**src/rtl/cpu_types_pkg.sv**
```systemverilog
// Shared types and constants for the MEM-stage request controller.
// The link register tracks addresses at word granularity.
package cpu_types_pkg;

    localparam int WORD_ADDR_LSB = 2;

    typedef enum logic [1:0] {
        IDLE   = 2'd0,
        BUSY   = 2'd1,
        HOLD   = 2'd2,
        HALTED = 2'd3
    } memctl_state_t;

    typedef logic [31:0] word_t;

endpackage

```
**src/rtl/ll_sc_link.sv**
```systemverilog
// Per-core LL/SC link register: remembers the LL word address and decides SC success.
// A set (LL completion) has priority over any clear arriving in the same cycle.
module ll_sc_link
    import cpu_types_pkg::*;
#(
    parameter int ADDR_W = 32
) (
    input  logic              CLK,
    input  logic              RST,
    input  logic              set_i,
    input  logic              clr_i,
    input  logic              snoop_inv_i,
    input  logic [ADDR_W-1:0] snoop_addr_i,
    input  logic [ADDR_W-1:0] cmp_addr_i,
    output logic              sc_pass_o
);

    localparam int LINK_W = ADDR_W - WORD_ADDR_LSB;

    logic              link_valid_q;
    logic              link_valid_d;
    logic [LINK_W-1:0] link_addr_q;
    logic [LINK_W-1:0] link_addr_d;
    logic              cmp_match_s;
    logic              snoop_match_s;
    logic              unused_lsb_s;

    assign cmp_match_s   = (link_addr_q == cmp_addr_i[ADDR_W-1:WORD_ADDR_LSB]);
    assign snoop_match_s = snoop_inv_i && (link_addr_q == snoop_addr_i[ADDR_W-1:WORD_ADDR_LSB]);
    assign sc_pass_o     = link_valid_q && cmp_match_s && !snoop_match_s;
    assign unused_lsb_s  = ^{cmp_addr_i[WORD_ADDR_LSB-1:0], snoop_addr_i[WORD_ADDR_LSB-1:0]};

    // clr_i only drops the link when the store hits the linked word
    always_comb begin
        link_valid_d = link_valid_q;
        link_addr_d  = link_addr_q;
        if (set_i) begin
            link_valid_d = 1'b1;
            link_addr_d  = cmp_addr_i[ADDR_W-1:WORD_ADDR_LSB];
        end else if ((clr_i && cmp_match_s) || snoop_match_s) begin
            link_valid_d = 1'b0;
        end else begin
            link_valid_d = link_valid_q;
        end
    end

    // Link register state
    always_ff @(posedge CLK or posedge RST) begin
        if (RST) begin
            link_valid_q <= 1'b0;
            link_addr_q  <= {LINK_W{1'b0}};
        end else begin
            link_valid_q <= link_valid_d;
            link_addr_q  <= link_addr_d;
        end
    end

endmodule

```
**src/rtl/mem_req_ctrl.sv**
```systemverilog
// MEM-stage data-access sequencer: issues dcache requests, stalls the pipe until dhit,
// resolves LL/SC through the link register, latches halt and counts stall cycles.
module mem_req_ctrl
    import cpu_types_pkg::*;
#(
    parameter int ADDR_W = 32,
    parameter int DATA_W = 32,
    parameter int CNT_W  = 16
) (
    input  logic              CLK,
    input  logic              RST,
    input  logic              memRead,
    input  logic              memWrite,
    input  logic              datomic,
    input  logic              halt,
    input  logic              mem_adv,
    input  logic [ADDR_W-1:0] dmemaddr,
    input  logic [DATA_W-1:0] dmemstore,
    input  logic              dhit,
    input  logic [DATA_W-1:0] dmemload,
    input  logic              snoop_inv,
    input  logic [ADDR_W-1:0] snoop_addr,
    output logic              dREN,
    output logic              dWEN,
    output logic [ADDR_W-1:0] daddr,
    output logic [DATA_W-1:0] dstore,
    output logic              mem_stall,
    output logic [DATA_W-1:0] load_data,
    output logic              halt_out,
    output logic [CNT_W-1:0]  stall_cnt
);

    localparam logic [CNT_W-1:0] CNT_ONE = {{(CNT_W-1){1'b0}}, 1'b1};
    localparam logic [CNT_W-1:0] CNT_MAX = {CNT_W{1'b1}};

    memctl_state_t     state_q;
    memctl_state_t     state_d;
    logic              rd_q;
    logic              rd_d;
    logic              wr_q;
    logic              wr_d;
    logic              atom_q;
    logic              atom_d;
    logic              sc_ok_q;
    logic              sc_ok_d;
    logic [DATA_W-1:0] result_q;
    logic [DATA_W-1:0] result_d;
    logic [CNT_W-1:0]  stall_cnt_q;
    logic [CNT_W-1:0]  stall_cnt_d;

    logic              dren_s;
    logic              dwen_s;
    logic              stall_s;
    logic [DATA_W-1:0] load_s;
    logic              link_set_s;
    logic              link_clr_s;
    logic              sc_pass_s;

    ll_sc_link #(
        .ADDR_W (ADDR_W)
    ) u_link (
        .CLK          (CLK),
        .RST          (RST),
        .set_i        (link_set_s),
        .clr_i        (link_clr_s),
        .snoop_inv_i  (snoop_inv),
        .snoop_addr_i (snoop_addr),
        .cmp_addr_i   (dmemaddr),
        .sc_pass_o    (sc_pass_s)
    );

    // Next-state, request and write-back selection
    always_comb begin
        state_d    = state_q;
        rd_d       = rd_q;
        wr_d       = wr_q;
        atom_d     = atom_q;
        sc_ok_d    = sc_ok_q;
        result_d   = result_q;
        dren_s     = 1'b0;
        dwen_s     = 1'b0;
        stall_s    = 1'b0;
        load_s     = {DATA_W{1'b0}};
        link_set_s = 1'b0;
        link_clr_s = 1'b0;
        case (state_q)
            IDLE: begin
                // A failing SC never requests and falls through with load_s = 0
                dren_s = memRead;
                dwen_s = memWrite && (!datomic || sc_pass_s);
                if (dren_s || dwen_s) begin
                    if (dhit) begin
                        load_s     = (dwen_s && datomic) ? {{(DATA_W-1){1'b0}}, 1'b1} : dmemload;
                        result_d   = load_s;
                        link_set_s = memRead && datomic;
                        link_clr_s = dwen_s;
                        state_d    = mem_adv ? IDLE : HOLD;
                    end else begin
                        stall_s = 1'b1;
                        rd_d    = memRead;
                        wr_d    = dwen_s;
                        atom_d  = datomic;
                        sc_ok_d = sc_pass_s;
                        state_d = BUSY;
                    end
                end else if (halt && !memRead && !memWrite) begin
                    state_d = HALTED;
                end else begin
                    state_d = IDLE;
                end
            end
            BUSY: begin
                dren_s  = rd_q;
                dwen_s  = wr_q;
                stall_s = !dhit;
                if (dhit) begin
                    load_s     = (wr_q && atom_q) ? {{(DATA_W-1){1'b0}}, sc_ok_q} : dmemload;
                    result_d   = load_s;
                    link_set_s = rd_q && atom_q;
                    link_clr_s = wr_q;
                    state_d    = mem_adv ? IDLE : HOLD;
                end else begin
                    state_d = BUSY;
                end
            end
            HOLD: begin
                load_s = result_q;
                if (mem_adv) begin
                    state_d = IDLE;
                end else begin
                    state_d = HOLD;
                end
            end
            HALTED: begin
                state_d = HALTED;
            end
            default: begin
                state_d = IDLE;
            end
        endcase
    end

    // Saturating stall-cycle counter
    always_comb begin
        if (stall_s && (stall_cnt_q != CNT_MAX)) begin
            stall_cnt_d = stall_cnt_q + CNT_ONE;
        end else begin
            stall_cnt_d = stall_cnt_q;
        end
    end

    // FSM, issue-context, result and counter registers
    always_ff @(posedge CLK or posedge RST) begin
        if (RST) begin
            state_q     <= IDLE;
            rd_q        <= 1'b0;
            wr_q        <= 1'b0;
            atom_q      <= 1'b0;
            sc_ok_q     <= 1'b0;
            result_q    <= {DATA_W{1'b0}};
            stall_cnt_q <= {CNT_W{1'b0}};
        end else begin
            state_q     <= state_d;
            rd_q        <= rd_d;
            wr_q        <= wr_d;
            atom_q      <= atom_d;
            sc_ok_q     <= sc_ok_d;
            result_q    <= result_d;
            stall_cnt_q <= stall_cnt_d;
        end
    end

    // IDLE decodes straight from the pipe, so reset must mask the outputs directly
    assign dREN      = dren_s && !RST;
    assign dWEN      = dwen_s && !RST;
    assign mem_stall = stall_s && !RST;
    assign load_data = RST ? {DATA_W{1'b0}} : load_s;
    assign halt_out  = (state_q == HALTED) && !RST;
    assign stall_cnt = stall_cnt_q;
    assign daddr     = dmemaddr;
    assign dstore    = dmemstore;

endmodule

```
**config.mk**
```make
export PLATFORM = sky130hd
export DESIGN_NAME = mem_req_ctrl
export DESIGN_NICKNAME = d
export VERILOG_FILES = /design/src/rtl/cpu_types_pkg.sv /design/src/rtl/ll_sc_link.sv /design/src/rtl/mem_req_ctrl.sv
export SDC_FILE = /design/constraint.sdc
export NUM_CORES = 1
export LEC_CHECK = 0
export ABC_AREA = 0
export ABC_CLOCK_PERIOD_IN_PS = 2650
export CORE_MARGIN = 2
export CORE_UTILIZATION = 37
export CTS_CLUSTER_SIZE = 30
export DETAILED_ROUTE_END_ITERATION = 10
export PLACE_DENSITY = 0.89
export SLEW_MARGIN = 20
export SYNTH_ARGS = -nofsm -noshare
export SYNTH_HDL_FRONTEND = slang
export SYNTH_SLANG_ARGS = --single-unit
```
**constraint.sdc**
```tcl
create_clock -name CLK -period 2.65 [get_ports CLK]
set_input_delay 0.265 -clock CLK [delete_from_list [all_inputs] [get_ports CLK]]
set_output_delay 0.265 -clock CLK [all_outputs]
set_load 0.01 [all_outputs]
```
==> results of run 1 <==
path summary, 6_finish.rpt:
check	cells after the start	to	slack, ps
min in group asynchronous	4	stall_cnt[13]	670
hold reg to reg	2	result_q[0]	500
setup / recovery	11	load_data[3]	-550
setup reg to reg	12	u_link.link_valid_q	-350
max in group asynchronous	4	u_link.link_addr_q[2]	1450
hold / removal	2	u_link.link_addr_q[10]	340
cells by family after synthesis:
group / after synthesis / share of synthesized area, %
AND/OR/NAND/NOR: 89 / 10.03
AO/OA/AOI/OAI: 83 / 14.07
multiplexers: 38 / 8.375
adder cells (fa/ha/maj): 1 / 0.2477
buffers and inverters: 92 / 12.14
flip-flops: 85 / 42.12
XOR/XNOR: 75 / 13.01
registers in the layout (all words and copies together) (netlist names):
| register | flops |
|---|---|
| atom_q | 1 |
| rd_q | 1 |
| result_q | 32 |
| sc_ok_q | 1 |
| stall_cnt | 16 |
| state_q | 2 |
| u_link.link_addr_q | 30 |
| u_link.link_valid_q | 1 |
| wr_q | 1 |
power by group through the flow:
| stage | Combinational, W | Clock, W | Sequential [W] |
|---|---|---|---|
| finish | 0.00365 | 0.00123 | 0.00232 |
| global route | 0.00391 | 0.00131 | 0.00238 |
| CTS | 0.00349 | 0.00126 | 0.00228 |
| detailed placement | 0.00338 | 0 | 0.00227 |
| global placement | 0.00328 | 0 | 0.00223 |
| floorplan | 0.00177 | 0 | 0.00226 |
metrics by stage:
step | instance area [µm²] | TNS, ps
2_1_floorplan | 5065 | -1995
3_3_place_gp | 7198 | -56600
3_5_place_dp | 7198 | -58440
4_1_cts | 7619 | -20770
5_1_grt | 7841 | -26030
6_report | 7841 | -20720
placed cells by master, fill, tap and decap left out, types with 3 or more instances in the layout:
| cell type | n |
|---|---|
| a21oi_1 | 3 |
| a22o_1 | 62 |
| and3_1 | 6 |
| and4_1 | 4 |
| buf_2 | 32 |
| buf_4 | 81 |
| buf_6 | 11 |
| clkbuf_16 | 10 |
| clkdlybuf4s50_1 | 142 |
| clkinv_2 | 3 |
| dfrtp_1 | 85 |
| dlygate4sd2_1 | 4 |
| inv_1 | 5 |
| mux2_2 | 32 |
| mux2i_1 | 3 |
| nand2_1 | 12 |
| nand3_1 | 7 |
| nand4_1 | 26 |
| nor2_1 | 5 |
| nor3_1 | 3 |
| or4_4 | 4 |
| xnor2_1 | 46 |
| xnor2_2 | 23 |
| xor2_1 | 5 |
layer usage:
metal	part of all wire, %	up-vias	routed length [µm]	track usage [%]
met5	0	-	0	0
met4	3.5	0	550	11.05
met3	5.5	46	860	4.104
met2	51	173	7990	35.85
met1	40	2184	6145	24.62
li1	-	2022	-	-
final cells by class:
type,instances,share of cell area [%]
well taps,176,2.808
inverters,6,0.3351
flip-flops and latches,85,27.13
clock buffers,10,2.920
multi-input cells,286,34.50
repair buffers,277,31.64
clock inverters,5,0.6702
worst reg2reg max path, delay by kind of cell, from the launching register on:
family | cells | cell delay (ps)
AO/OA/AOI/OAI | 3 | 580
XOR/XNOR | 1 | 230
buffers and inverters | 4 | 570
flip-flops | 1 | 410
multiplexers | 1 | 80
AND/OR/NAND/NOR | 3 | 1010
timing repair:
action	CTS	global route
cloned	1	1
resized for setup	188	31
hold buffers	0	0
pin swaps	26	10
setup buffers	6	1
endpoints found under the setup margin	54	77
==> results.md, run 1 <==
- The run finished, with violations left.
- The checks that failed: negative setup slack.
- In the post-synthesis netlist, the cell with the most instances is dfrtp_1.
- The cell class contributing the biggest share of worst-path delay is simple AND/OR/NAND/NOR gates.
- The worst setup path is launched from a flip-flop.
- The worst register-to-register path begins at u_link.link_addr_q[7].
- Of all nets on the critical path, the largest fanout is 8.
- After layout, the worst path uses 120.8% of the clock period.
- The sort of element at the end of the critical path is a primary output.
- The wire length of the first global-routing pass is 23.96 mm.
- The share of Yosys cell area claimed by the top area cell type is 42.12%.
- In the post-synthesis netlist, the biggest area contributors are dfrtp_1 (42%), xnor2_1 (12%), a22o_1 (11%).
- The via count is 4425.
- The sequential cell area is 0.002127 mm².
- The area of the core is 0.01330 mm².
- The internal power of the cells totals 0.004700 W.
- The total of buffers placed on input and output ports is 182.
- The average routed wire per standard cell is 18.40 µm.
- The number of global-route vias before repair is 4809.
- The final count of hold timing violations is 0.
- The initial antenna violation count is 0.
- The required arrival time at the worst endpoint is 2380 ps.
- The leakage power is 3.439 nW.
- The total count of max-transition violations in the final report is 0.
- TritonCTS built the clock tree.
- The count of nets left with antenna violations once routing finished came out at 0.
- The area of the multi-input gates is 0.002705 mm².
- The worst-case clock skew is 6.659 ps.
- The arrival time at the worst endpoint is 2940 ps.
- Setup violations remaining at the end of the flow were counted as 53.
- Registers are responsible for 32.2% of the overall power.
- Clock tree synthesis found a total of 85 sinks.
- The layout filler cell count is 1051.
- The non-filler instance count after layout is 845.
- Once detailed placement completed, the half-perimeter wirelength came to 10.86 mm.
- The CTS root buffer is clkbuf_16.
- At the pin with the least slew margin, the transition time is 790.1 ps.
- The worst hold path begins at dmemaddr[12].
- The length of the first detailed-routing pass in iterations is 4.
- The synthesized design contains 85 register bits.
- The leading register cell type out of synthesis is dfrtp_1.
- The signal on the critical path passes through xnor2_2, buf_4, nand4_1, or4_4, a2111oi_4, a41o_1, nor2_2, and2_4, clkbuf_16, a22o_1, buf_2.
- The largest incremental delay on the critical path is 530 ps.
- Clock tree synthesis inserted a total of 9 buffers.
- For this configuration, the core starts out at a cell density of 37.98%.
- The proportion of synthesized chip area in sequential cells is 42.12%.
- The highest attainable clock frequency is 312.4 MHz.
- Pin placement for this block handled 253 I/O pins.
- Among all stages on the critical path, the largest delay is contributed by or4_4.
- The total inserted antenna cells is 0.
- The clock passes through at most 2 buffers.
- The analysis attributes to net switching a power of 0.002501 W.
- Before CTS, the worst setup slack after placement is -1068 ps.
- Entering global routing, the biggest net connects 86 pins.
- After synthesis, the most frequently instantiated cells are dfrtp_1 (85), xnor2_1 (70), buf_4 (65).
- The min-delay analysis places its worst path in the category input port to flip-flop.
- Routability-driven placement finished with a final weighted congestion of 0.9398.
- The die span in x is 120.8 µm.
- The overall die area is 0.01460 mm².
- The count of flip-flops with a built-in enable after synthesis is 0.
- The clock latency on the worst-skew pair is 340 ps.
- The net switching fraction of the power is 34.73%.
- The post-route total power is 0.007201 W.
- The synthesized netlist occupies a cell area of 0.005050 mm².
- The deepest level of the CTS H-tree is 3.
- The source of the critical timing path is u_link.link_addr_q[7].
- Of all flip-flops after synthesis, the portion carrying an async set or reset was 100.0%.
- The total length of routed wires is 15.55 mm.
- The number of different library cells used by synthesis comes to 43.
- The number of maximum-capacitance constraint violations is 0.
- The startpoint-to-endpoint class of the critical path is flip-flop to primary output.
- The net count after synthesis is 601.
- The per-cell via count in the routed design is 5.237.
- The post-layout worst setup margin is -550.9 ps.
- The largest area contributor in the synthesized netlist is dfrtp_1.
- The number of buffers and inverters on the critical path is 3.
- After clock tree synthesis, the clock-pin slew on the worst setup and hold paths is 60 ps.
- Synthesis produced 463 cells.
- The highest ir drop seen on vdd is 0.0003961 V.
- The share of total power in combinational logic is 50.7%.
- In this run the core area contains 42 standard-cell rows.
- For this run, design rule violations remaining after detail routing come to 0.
- The detailed router's first-iteration violation count is 243.
- The worst-case headroom to the max-slew limit is 47.33%.
- The final period demand of the worst path is 3201 ps.
- The final-layout worst hold slack is 337.0 ps.
- The number of synthesis warnings is 0.
- For this run the aggregate overflow at the end of global routing stands at 0.
- From synthesis to final layout, the design area changed by 55.28%.
- The final cell utilization of the core is 58.98%.
- For this design the ratio of total power to cell area is 918.3 mW/mm².
- The number of instances in the placed design is 821.
- In the final layout, the share of cells above drive strength 1 is 34.38%.
- Setup repair after global routing could not meet its margin everywhere.
- The overall routing resource usage is 20.91%.
- In the final design database the tool counted 803 nets.
- The clock power share is 17.1%.
- The average size of a mapped cell is 10.91 µm².
- The die height is 120.8 µm.
Power figures use the tool's default switching activity.
==> run 2, diff against run 1 <==
ABC_AREA = 1   (was 0)
CORE_UTILIZATION = 41   (was 37)
RECOVER_POWER = 50   (was not set)
==> results.md, run 2 <==
- The number of register bits inferred by synthesis is 85 (unchanged).
- The final count of hold timing violations is 0 (unchanged).
- The proportion of synthesized chip area in sequential cells came to 31.77% (-10 points).
- The length of the first detailed-routing pass in iterations is 6 (+2).
- The number of nets in the layout was 1391 (+73%).
- The share of synthesized flip-flops with an asynchronous set or reset is 100.0% (unchanged).
- The amount of wire on met3 after detailed routing came to 1.451 mm (+69%).
- The net count after synthesis was 1232 (+100%).
- The number of maximum-capacitance constraint violations is 0 (unchanged).
- The initial standard-cell utilization of the core is 41.99% (+4.0 points).
- The wire length of the first global-routing pass is 32.98 mm (+38%).
- The average routed wire per standard cell is 13.78 µm (-25%).
- The via count is 7375 (+67%).
- The overall routing resource usage was 22.78% (+1.9 points).
- The final period demand of the worst path is 2818 ps (-383.0 ps).
- The initial antenna violation count was 0 (unchanged).
- The routed length on met2 is 9.720 mm (+22%).
- The number of cells traversed by the worst register-to-register path is 22 (+10).
- The share of the cycle needed by the critical path after routing is 106.3% (-14 points).
- The worst-case headroom to the max-slew limit was 59.79% (+12 points).
- The leading register cell type out of synthesis is dfrtp_1.
- The kind of path behind the tightest hold check is input port to flip-flop.
- The final reports fail on negative setup slack.
- The cell row count is 46 (+9.5%).
- The area of the mapped netlist is 0.006695 mm² (+33%).
- The remaining routing DRC violations was 0 (unchanged).
- The area of the core is 0.01594 mm² (+20%).
- The worst setup slack for register-to-register paths is 150 ps (+500 ps).
- The total length of routed wires is 20.31 mm (+31%).
- By count the netlist is led by nand2_1 (402), inv_1 (129), nor2_1 (91).
- The leakage power was 4.731 nW (+38%).
- The setup path with the least slack is of type flip-flop to primary output.
- The overall die area is 0.01737 mm² (+19%).
- The fraction of final layout cells sized beyond drive strength 1 is 15.50% (-19 points).
- The final-layout worst hold slack was 335.0 ps (-1.986 ps).
- The slew at the pin closest to its max-slew limit is 601.7 ps (-188.4 ps).
- The number of endpoints failing setup at the final stage is 33 (-38%).
- The total inserted antenna cells was 0 (unchanged).
- The layout filler cell count was 1456 (+39%).
- The total count of max-transition violations in the final report is 0 (unchanged).
- The die span in x is 131.8 µm (+9.1%).
- The highest ir drop seen on vdd is 0.0003449 V (-13%).
- The final cell utilization of the core was 57.59% (-1.4 points).
- The leading cell type in the layout, fill and taps excluded is nand2_1.
- The total of buffers placed on input and output ports was 182 (unchanged).
- The die height is 131.8 µm (+9.1%).
- The maximum clock insertion buffer count is 2 (unchanged).
- The CTS root buffer is clkbuf_16.
- The top-level port count is 253 (unchanged).
- The HPWL reported at the end of detailed placement is 14.28 mm (+32%).
- The number of antenna-violating nets in the routed design is 0 (unchanged).
- The detailed-routing wirelength on met1 is 8.639 mm (+41%).
- The per-cell via count in the routed design is 5.003 (-4.5%).
- The startpoint of the most critical register-to-register path is u_link.link_addr_q[23].
- The number of synthesis warnings is 0 (unchanged).
- The worst setup path is launched from a flip-flop.
- In this run the critical register-to-register path is captured at result_q[31].
- The maximum number of pins on one net before global-route repair is 63 (-27%).
- The count of flip-flops with a built-in enable after synthesis is 0 (unchanged).
- The register clock-pin slew on the reported worst setup and hold paths is 70 ps (about the same).
- The post-route total power came to 0.007076 W (-1.7%).
- The deepest level of the CTS H-tree is 3 (unchanged).
- nand2_1 is the most common cell in the netlist.
- The largest total area in the synthesized netlist belongs to dfrtp_1.
- After detailed routing, no signal wire sits above met4.
- The number of global-route vias before repair is 6823 (+42%).
- The number of sinks on the clock net is 85 (unchanged).
- Relative to the synthesized area, the layout overhead comes to 37.13%.
- The share of Yosys cell area claimed by the top area cell type was 31.77% (-10 points).
- The worst-case clock skew is 8.068 ps (+1.409 ps).
- The power per standard cell area is 770.7 mW/mm² (-16%).
- Setup repair after global routing could not meet its margin everywhere.
- The post-layout worst setup margin is -167.9 ps (+383.0 ps).
- The average size of a mapped cell was 6.120 µm² (-44%).
- The source of the critical timing path is u_link.link_addr_q[12].
- The clock tree from TritonCTS is yes.
- In the layout the commonest cells are nand2_1 (384), clkdlybuf4s50_1 (136), inv_1 (120), dfrtp_1 (85), nor2_1 (80).
- By area the synthesized netlist is led by dfrtp_1 (32%), nand2_1 (23%), buf_4 (7.6%).
- The final estimated routing congestion in global placement is 0.8947 (-4.8%).
- The flow ran to the end, but the final reports show violations.
- The total grt overflow is 0 (unchanged).
- The highest attainable clock frequency was 354.9 MHz (+14%).
- The flip-flop count of the largest register, all copies and words added came to 32 (unchanged).
- The critical path ends at load_data[16].
- The number of CTS-inserted buffers is 9 (unchanged).
- The register containing the most flip-flops in the final layout is result_q.
- The required arrival time at the worst endpoint was 2380 ps (about the same).
- The count of distinct cell types in the synthesized netlist is 28 (-35%).
- The gate count of the mapped netlist is 1094 (+140%).
- The maximum net fanout on the critical path is 5 (-3).
- The clock latency on the worst-skew pair came to 340 ps (about the same).
- The arrival time at the worst endpoint is 2550 ps (-390 ps).
- The sort of element at the end of the critical path is a primary output.
- The detailed router's first-iteration violation count is 559 (+130%).
[run 2: cell count changes in the layout (fill, tap and decap cells not counted), sizes merged, moves of 34 or more]
cell | before | now
o21ai | 3 | 70
nand2 | 15 | 405
nor2 | 7 | 91
mux2 | 34 | 0
inv | 5 | 140
xnor2 | 70 | 5
a21oi | 5 | 65
a22o | 62 | 0
nand3 | 9 | 76
[run 2: layout make-up]
| class | instances | area [µm²] | share of cell area, % |
|---|---|---|---|
| clock inverter | 5 | 56.30 | 0.6132 |
| sequential | 85 | 2127 | 23.17 |
| inverter | 141 | 535.5 | 5.833 |
| multi-input combinational | 757 | 3496 | 38.08 |
| timing repair buffer | 259 | 2444 | 26.61 |
| tap | 216 | 270.3 | 2.944 |
| clock buffer | 11 | 252.7 | 2.753 |
[run 2: metal layers]
metal  up-vias  global-route usage [%]
met5         -                       0
met4         0                   7.790
met3        45                   4.806
met2       300                   37.75
met1      3374                   29.63
li1       3656                       -
[run 2: worst min path at each step]
stage	from	end	slack, ps	cells after the start
final	dmemaddr[22]	u_link.link_addr_q[20]	340	3
after global routing	dmemaddr[31]	u_link.link_addr_q[29]	350	3
after detailed placement	result_q[4]	result_q[4]	470	2
after global placement	result_q[7]	result_q[7]	460	2
after floorplan	mem_adv	state_q[1]	370	1
after CTS	dmemaddr[22]	u_link.link_addr_q[20]	320	3
[run 2: repair_timing]
action | CTS | global route
endpoints found under the setup margin | 34 | 39
resized for setup | 184 | 31
cloned | 1 | 1
hold buffers | 0 | 0
buffers inserted | 13 | 8
pin swaps | 9 | 15
[run 2: worst max-delay path, stage by stage (launching register included)]
cell and delay [ps]:
dfrtp_1 400, buf_4 150, xor2_1 140, nor2_1 100, nand2_1 90, nor2_2 150
nand2_2 100, nor2_4 110, nand3_2 80, nand2_2 70, nand2_2 70, nand2_4 110
buf_12 120, clkbuf_16 130, nand3_2 90, a21oi_2 140, buf_2 150
[run 2: stage by stage]
stage               cells  setup WS (ps)  setup TNS [ps]  area, µm²
finish               1474         -167.9           -2828       9181
CTS                  1469         -126.8           -1307       9052
global placement     1439         -538.1          -23730       8652
floorplan            1094          661.7               0       6699
detailed placement   1439         -587.6          -25710       8652
global route         1474         -322.0           -8970       9181
[run 2: cells by family (layout without fill, tap and decap cells)]
family,after synthesis,in the layout,synth area share [%]
and+or+nand+nor,598,598,36.46
AOI/OAI and AO/OA,138,138,10.43
adders and majority gates,1,1,0.1869
xor gates and xnor gates,20,20,2.616
DFF,85,85,31.77
buffers and inverters,252,416,18.54
[run 2: report_power, final]
group	internal, W	switching [W]
combinational	0.00150	0.00202
sequential	0.00183	0.000413
clock	0.000782	0.000537
total	0.00410	0.00297
